[src/rtl/pixel_replication_stream.sv]
// Nearest-neighbour 2^s upscaler reading a 1-cycle-latency source RAM.
// Define PIXREP_LINE_BUF_EN to cache the first row of each replicated band.
module pixel_replication_stream #(
    parameter int IMG_WIDTH_IN  = 160,
    parameter int IMG_HEIGHT_IN = 120,
    parameter int PIXEL_W       = 8,
    parameter int ADDR_W        = 15,
    parameter int MAX_SHIFT     = 3,
    parameter int XW            = 11,
    parameter int YW            = 10
) (
    input  logic               CLK,
    input  logic               RESET_N,
    input  logic               START,
    input  logic [1:0]         SHIFT_FACTOR,
    output logic               R_EN,
    output logic [ADDR_W-1:0]  R_ADDR,
    input  logic [PIXEL_W-1:0] R_DATA,
    output logic [PIXEL_W-1:0] PIXEL_OUT,
    output logic [XW-1:0]      X_OUT_COORD,
    output logic [YW-1:0]      Y_OUT_COORD,
    output logic               OUT_VALID,
    input  logic               OUT_READY,
    output logic               FRAME_END,
    output logic               BUSY,
    output logic               DONE
);
    localparam int SXW = (IMG_WIDTH_IN > 1) ? $clog2(IMG_WIDTH_IN) : 1;
    localparam int SYW = (IMG_HEIGHT_IN > 1) ? $clog2(IMG_HEIGHT_IN) : 1;
    localparam logic [2:0] MAX_S = 3'((MAX_SHIFT > 3) ? 3 : MAX_SHIFT);
    localparam logic [SXW-1:0] X_LAST = SXW'(IMG_WIDTH_IN - 1);
    localparam logic [SYW-1:0] Y_LAST = SYW'(IMG_HEIGHT_IN - 1);

    typedef enum logic [2:0] {
        S_IDLE,
        S_RD,
        S_WT,
        S_EMIT,
        S_DONE
`ifdef PIXREP_LINE_BUF_EN
        , S_LB
`endif
    } state_t;

    state_t state_q, state_d;

    logic [1:0]     s_q, s_d;
    logic [SXW-1:0] src_x_q, src_x_d;
    logic [SYW-1:0] src_y_q, src_y_d;
    logic [2:0]     hrep_q, hrep_d;
    logic [2:0]     vrep_q, vrep_d;
    logic [XW-1:0]  x_d;
    logic [YW-1:0]  y_d;

    logic [2:0]        rep_max;
    logic              h_wrap;
    logic              row_wrap;
    logic              v_wrap;
    logic              last_beat;
    logic              last_d;
    logic [ADDR_W-1:0] addr_d;

    // Modulo-8 arithmetic makes 1<<3 wrap to 0, so s=3 yields 7.
    assign rep_max   = (3'd1 << s_q) - 3'd1;
    assign h_wrap    = (hrep_q == rep_max);
    assign row_wrap  = h_wrap && (src_x_q == X_LAST);
    assign v_wrap    = (vrep_q == rep_max);
    assign last_beat = row_wrap && v_wrap && (src_y_q == Y_LAST);

    assign last_d = (hrep_d == rep_max) && (vrep_d == rep_max)
                 && (src_x_d == X_LAST) && (src_y_d == Y_LAST);

    assign addr_d = ADDR_W'(src_y_d) * ADDR_W'(IMG_WIDTH_IN)
                  + ADDR_W'(src_x_d);

    always_comb begin
        state_d = state_q;
        s_d     = s_q;
        src_x_d = src_x_q;
        src_y_d = src_y_q;
        hrep_d  = hrep_q;
        vrep_d  = vrep_q;
        x_d     = X_OUT_COORD;
        y_d     = Y_OUT_COORD;
        case (state_q)
            S_IDLE: begin
                if (START) begin
                    state_d = S_RD;
                    s_d     = ({1'b0, SHIFT_FACTOR} > MAX_S)
                            ? MAX_S[1:0] : SHIFT_FACTOR;
                    src_x_d = '0;
                    src_y_d = '0;
                    hrep_d  = '0;
                    vrep_d  = '0;
                    x_d     = '0;
                    y_d     = '0;
                end
            end
            S_RD: state_d = S_WT;
            S_WT: state_d = S_EMIT;
`ifdef PIXREP_LINE_BUF_EN
            S_LB: state_d = S_EMIT;
`endif
            S_EMIT: begin
                if (OUT_READY) begin
                    x_d    = X_OUT_COORD + XW'(1);
                    hrep_d = hrep_q + 3'd1;
                    if (h_wrap) begin
                        hrep_d  = '0;
                        src_x_d = src_x_q + SXW'(1);
                        state_d = S_RD;
                        if (row_wrap) begin
                            src_x_d = '0;
                            x_d     = '0;
                            y_d     = Y_OUT_COORD + YW'(1);
                            vrep_d  = vrep_q + 3'd1;
                            if (v_wrap) begin
                                vrep_d  = '0;
                                src_y_d = src_y_q + SYW'(1);
                            end
                        end
`ifdef PIXREP_LINE_BUF_EN
                        // Rows after the first of a band come from the cache.
                        if (vrep_d != 3'd0) state_d = S_LB;
`endif
                        if (last_beat) state_d = S_DONE;
                    end
                end
            end
            S_DONE:  state_d = S_IDLE;
            default: state_d = S_IDLE;
        endcase
    end

`ifdef PIXREP_LINE_BUF_EN
    logic [PIXEL_W-1:0] line_buf [IMG_WIDTH_IN];

    always_ff @(posedge CLK) begin
        if (state_q == S_WT && vrep_q == 3'd0)
            line_buf[src_x_q] <= R_DATA;
    end
`endif

    always_ff @(posedge CLK or negedge RESET_N) begin
        if (!RESET_N) begin
            state_q     <= S_IDLE;
            s_q         <= '0;
            src_x_q     <= '0;
            src_y_q     <= '0;
            hrep_q      <= '0;
            vrep_q      <= '0;
            X_OUT_COORD <= '0;
            Y_OUT_COORD <= '0;
            R_EN        <= 1'b0;
            R_ADDR      <= '0;
            PIXEL_OUT   <= '0;
            OUT_VALID   <= 1'b0;
            FRAME_END   <= 1'b0;
            BUSY        <= 1'b0;
            DONE        <= 1'b0;
        end else begin
            state_q     <= state_d;
            s_q         <= s_d;
            src_x_q     <= src_x_d;
            src_y_q     <= src_y_d;
            hrep_q      <= hrep_d;
            vrep_q      <= vrep_d;
            X_OUT_COORD <= x_d;
            Y_OUT_COORD <= y_d;
            R_EN        <= (state_d == S_RD);
            if (state_d == S_RD) R_ADDR <= addr_d;
            if (state_q == S_WT) PIXEL_OUT <= R_DATA;
`ifdef PIXREP_LINE_BUF_EN
            if (state_q == S_LB) PIXEL_OUT <= line_buf[src_x_q];
`endif
            OUT_VALID   <= (state_d == S_EMIT);
            FRAME_END   <= (state_d == S_EMIT) && last_d;
            BUSY        <= (state_d != S_IDLE);
            DONE        <= (state_d == S_DONE);
        end
    end

endmodule
[config.mk]
export PLATFORM = sky130hd
export DESIGN_NAME = pixel_replication_stream
export DESIGN_NICKNAME = d
export VERILOG_FILES = /design/src/rtl/pixel_replication_stream.sv
export SDC_FILE = /design/constraint.sdc
export NUM_CORES = 1
export LEC_CHECK = 0
export ABC_AREA = 0
export CAP_MARGIN = 15
export CORE_MARGIN = 5
export CORE_UTILIZATION = 55
export CTS_CLUSTER_DIAMETER = 60
export DETAILED_ROUTE_END_ITERATION = 10
export PLACE_DENSITY_LB_ADDON = 0.1
export RECOVER_POWER = 100
export SYNTH_ARGS = -nofsm -noshare
export SYNTH_HDL_FRONTEND = slang
export SYNTH_SLANG_ARGS = --single-unit
[constraint.sdc]
create_clock -name CLK -period 5.4 [get_ports CLK]
set_clock_uncertainty 0.2 [all_clocks]
set_input_delay 1.08 -clock CLK [delete_from_list [all_inputs] [get_ports CLK]]
set_output_delay 1.08 -clock CLK [all_outputs]
set_load 0.03 [all_outputs]
Word-level counts from Yosys, hierarchy flattened
Cells that the tools add are included.
{"block": "totals", "output_inout_bits": 49, "word_cells": 92, "inputBits": 14, "reg_bits": 75}
{"block": "op_classes", "mux": 36, "reduce_logical": 13, "multipliers": 1, "shift": 1, "n_addsub": 8, "eq_ne": 18}
{"operator": "2-to-1 mux 11 bit", "n": 4}
{"operator": "2-to-1 mux 10 bit", "n": 4}
{"operator": "2-to-1 mux 3 bit", "n": 12}
{"operator": "2-to-1 mux 7 bit", "n": 5}
{"operator": "2-to-1 mux 8 bit", "n": 4}
{"operator": "one-hot mux 11 bit (2 select lines)", "n": 1}
{"operator": "one-hot mux 10 bit (2 select lines)", "n": 1}
{"operator": "equality test 8 bit, second input constant", "n": 2}
{"operator": "one-hot mux 8 bit (2 select lines)", "n": 1}
{"operator": "adder 15 x 8 -> 15 bit", "n": 1}
{"operator": "equality test 7 bit, second input constant", "n": 2}
{"operator": "one-hot mux 7 bit (2 select lines)", "n": 1}
{"operator": "equality test 3 bit", "n": 4}
{"operator": "one-hot mux 3 bit (2 select lines)", "n": 2}
{"operator": "one-hot mux 3 bit (4 select lines)", "n": 1}
{"operator": "adder 11 x 1 -> 11 bit, second input constant", "n": 1}
{"operator": "adder 10 x 1 -> 10 bit, second input constant", "n": 1}
{"operator": "multiplier 7 x 3 -> 10 bit, second input constant", "n": 1}
{"operator": "equality test 3 x 2 -> 1 bit, second input constant", "n": 3}
{"operator": "adder 8 x 1 -> 8 bit, second input constant", "n": 1}
{"operator": "inequality test 2 bit, second input constant", "n": 4}
{"operator": "adder 7 x 1 -> 7 bit, second input constant", "n": 1}
{"operator": "logical AND 1 bit", "n": 7}
{"operator": "adder 3 x 1 -> 3 bit, second input constant", "n": 2}
{"operator": "other kinds (10)", "n": 11}

Logic depth before layout (Yosys ltp)
{"block": "depth", "word_depth": 13, "ltp_mapped": 21}

Least setup slack after synthesis
Ideal clock, no wire load.
{"block": "synth_path", "kind": "in2reg", "startpoint": "input port OUT_READY", "endpoint": "register R_ADDR[13]", "arrival_time_ps": 4387, "setup_time_ps": 125, "setup_slack_ps": 688, "path_buffers": 2, "path_stages": 17, "cell_sequence": "and4b_1 -> clkbuf_1 -> o21ai_0 -> buf_2 -> nor3_1 -> nor2_1 -> a22o_1 -> ha_1 -> ha_1 -> inv_1 -> fa_1 -> xnor2_1 -> nor3b_1 -> nand4_1 -> xnor2_1 -> xnor2_1 -> mux2_2"}
{"block": "synth_between", "elab_chain_len": 4, "elab_cells_between_ends": 9, "cone_classes": "1 x add/sub; 1 x mul; 1 x eq/ne; 6 x mux"}
{"element": "start: declaration", "line": "23", "text": "input logic OUT_READY,"}
{"element": "2-to-1 mux 7 bit", "line": "105", "text": "if (OUT_READY) begin"}
{"element": "one-hot mux 7 bit (2 select lines)", "line": "85", "text": "case (state_q)"}
{"element": "named net src_y_d[1]", "line": "49", "text": "logic [SYW-1:0] src_y_q, src_y_d;"}
{"element": "multiplier 7 x 3 -> 10 bit", "line": "73", "text": "assign addr_d = ADDR_W'(src_y_d) * ADDR_W'(IMG_WIDTH_IN)"}
{"element": "adder 15 x 8 -> 15 bit", "line": "74", "text": "+ ADDR_W'(src_x_d);"}
{"element": "end signal: assignment", "line": "171", "text": "if (state_d == S_RD) R_ADDR <= addr_d;"}
{"element": "end: declaration", "line": "17", "text": "output logic [ADDR_W-1:0] R_ADDR,"}
The timed path passes the listed nets, and every way through them passes these cells.
A chain may end at the register's enable or synchronous reset.

Worst setup path in the final report
Same ends and word-level chain as after synthesis.

==> results.ini <==
[run_status]
status = complete, but fails checks
violations = max-capacitance violations, max-slew violations

[grt]
antenna_found_initial = 0
grt_pass1_wl_um = 17000
grt_max_degree = 76
grt_pass1_vias = 3463
grt-ovfl-total = 0
grt_usage = 0.214

[synthesis]
synth_top_area_frac = 0.430
synth_nets = 470
ys_seq_area_frac = 0.430
synth_largest_area_cell = dfrtp_1
synth_cells = 435
async_reset_ff_frac = 1.00
ys_dominant_reg_cell = dfrtp_1
yosysWarnings = 0
synth_cell_type_count = 73
synth.area.top_cells = dfrtp_1, ha_1, mux2_2, xor2_1, nand2_1
avgSynthCellArea_sq_um = 10.0
syn_area_sq_um = 4370
synth_edf_count = 0
ys_seq_elements = 75

[die]
die_y_um = 99.1
io_pins = 63
die_w_um = 99.1
std_cell_rows = 32
start_util = 0.565
core-area_sq_um = 7730
fp.dieArea_sq_um = 9820

[drt]
drtIter0Drc = 328
ant_nets = 0
via_count = 3541
top_layer = met4
wl_met1_um = 4500
viasPerCell = 5.81
drt_first_pass_iters = 5
drt-total-wl_um = 10300
drc = 0
wire_per_inst_um = 16.9
dr_wl_met3_um = 735
wl_met2_um = 4870

[setup_path]
crit_required_ns = 5.44
critPathArrivalTime_ns = 5.07
critPathLaunch = OUT_READY
worstSetupPathType = in2reg
worstSetupEndpointType = register
reg2regPathDepth = 16
critPathMaxFanout = 8
reg2reg_slack_ns = 0.48
r2r_start = s_q[1]$_DFFE_PN0P_
r2r-end = R_ADDR[13]$_DFFE_PN0P_
cp-start-kind = primary input

[timing]
setup_tns_ns = 0
period_needed_ns = 5.03
hold_violations = 0
finalSetupViolCount = 0
fmax_ghz = 0.199
finalWorstSetupSlack_ns = 0.369
min_period_over_period = 0.932
tightest_slew_ns = 1.84
finalMaxSlewViolations = 76
rsz0062_at_grt = false
slew-limit-headroom = -0.229
hold_slack_ns = 0.302

[hold_path]
hold_depth = 2
hold_end = R_ADDR[1]$_DFFE_PN0P_
min_from = R_ADDR[1]$_DFFE_PN0P_
min-delay-path-class = reg2reg

[run]
maxCapViolCount = 1

[final_layout]
fin_cells = 609
diodes = 0
drive_gt1_frac = 0.112
fillCellCount = 652
areaGrowthSynthToFinish_pct = 20.0
layout.nets = 538

[cts]
clock_sinks = 75
numCtsBuffers = 9
post_cts.repair.setup_buffers = 0
cts_tree = yes
cts-htree-levels = 3
root_buffer = clkbuf_8
clk-insertion-delay-late_ns = 0.35
cts_hold_buf = 0
clockBufferDepth = 2
cts.clk_slew.worst_paths_ns = 0.09

[placed_design]
numPortBuffers = 62
pre_cts_slack_ns = 0.125
dpl.hpwl_um = 7510
gp_congestion = 0.963
dpl.cell_count = 594

[pwr]
power.leakage_nw = 2.45
power.total_w = 0.00206
vdd_drop_max_mv = 0.266
cellPowerDensity_nw_per_um2 = 393

## flip-flops by register name, summed over array words and instances, names as in the netlist
register,count
BUSY,1
X_OUT_COORD,11
vrep_q,3
src_x_q,8
PIXEL_OUT,8
s_q,2
OUT_VALID,1
hrep_q,3
FRAME_END,1
src_y_q,7
state_q,3
R_ADDR,15
Y_OUT_COORD,10
DONE,1
R_EN,1
## metrics by stage
stage | area (sq um) | util
detailed placement | 5110 | 0.661
global route | 5240 | 0.678
floorplan | 4370 | -
global placement | 5110 | 0.661
CTS | 5300 | 0.685
finish | 5240 | 0.678
## worst max-delay path, stage by stage
cell	delay (ns)
dlygate4sd3_1	0.61
buf_4	0.17
o21ai_4	0.09
nor3_1	0.47
nand3_1	0.16
xor2_1	0.16
o21ai_0	0.32
ha_1	0.31
ha_1	0.33
nor2b_1	0.14
o21a_1	0.17
o21ai_0	0.33
nand4_1	0.16
xnor2_1	0.17
xnor2_1	0.13
mux2_2	0.25
## cell usage after synthesis, types with 2 or more instances
library cell / count
o311a_1: 2
nand2b_1: 6
or3_1: 2
o211ai_1: 3
nor3b_1: 3
nor4_1: 3
dfrtp_1: 75
or4_1: 2
xnor2_1: 11
buf_2: 6
buf_6: 2
nor3_1: 11
nand3b_1: 3
nor2_1: 44
xor2_1: 19
or2_2: 3
nor4b_2: 2
fa_1: 2
a21oi_1: 10
a2111oi_0: 3
and3_1: 9
o31ai_1: 3
nand4_1: 8
buf_4: 2
or4b_2: 2
o2111ai_1: 5
a211oi_1: 4
nor2b_1: 3
o21ai_0: 16
nand3_1: 24
o21bai_1: 2
a32o_1: 3
nand2_1: 44
mux2_2: 16
ha_1: 19
clkbuf_1: 7
mux2i_1: 5
inv_1: 14
a21o_1: 3
## routing by layer
metal  track usage  vias up
met5             0        -
met2         0.342      139
li1              -     1712
met4        0.0798        0
met1         0.282     1673
met3        0.0505       17
## power by group
part	switching (W)	internal, W
clock	0.000213	0.000212
sequential	0.000138	0.000685
combinational	0.000491	0.000317
## timing repair
action                                  4_1_cts  5_1_grt
endpoints found under the setup margin        0        1
gates resized for setup                       0        1
endpoints found under the hold margin         0        0
## area by class of cell
| type | instances | area [sq um] | area share |
|---|---|---|---|
| clock buffers | 9 | 124 | 0.0237 |
| clock inverters | 6 | 65.1 | 0.0124 |
| inverters | 15 | 56.3 | 0.0108 |
| multi-input cells | 328 | 2300 | 0.439 |
| flip-flops and latches | 75 | 1880 | 0.358 |
| well taps | 102 | 128 | 0.0244 |
| repair buffers | 74 | 687 | 0.131 |
## kinds of logic (layout without fill, tap and decap cells)
kind of cell	count (synthesis)	after routing	share of synthesized area
AOI/OAI and AO/OA	76	76	0.142
xor gates and xnor gates	30	30	0.0602
adders and majority gates	21	21	0.0636
buffers and inverters	32	104	0.0344
DFF	75	75	0.430
muxes	21	21	0.0527
and+or+nand+nor	180	180	0.217
## worst max path at each step
stage                     cells past startpoint  slack, ns                endpoint
after CTS                                    17       0.43  R_ADDR[13]$_DFFE_PN0P_
after global routing                         16       0.12  R_ADDR[13]$_DFFE_PN0P_
after floorplan                              17       0.69  R_ADDR[13]$_DFFE_PN0P_
after global placement                       16       0.32  R_ADDR[13]$_DFFE_PN0P_
final                                        16       0.37  R_ADDR[13]$_DFFE_PN0P_
after detailed placement                     16       0.12  R_ADDR[13]$_DFFE_PN0P_
## layout by cell type, fill, tap and decap left out, types with 15 or more instances in the layout
cell / instances
dfrtp_1: 75
dlygate4sd3_1: 51
nand2_1: 44
nor2_1: 43
nand3_1: 24
xor2_1: 19
ha_1: 19
o21ai_0: 16
mux2_2: 16
inv_1: 15
No activity file was read; power rests on OpenSTA's default activity.
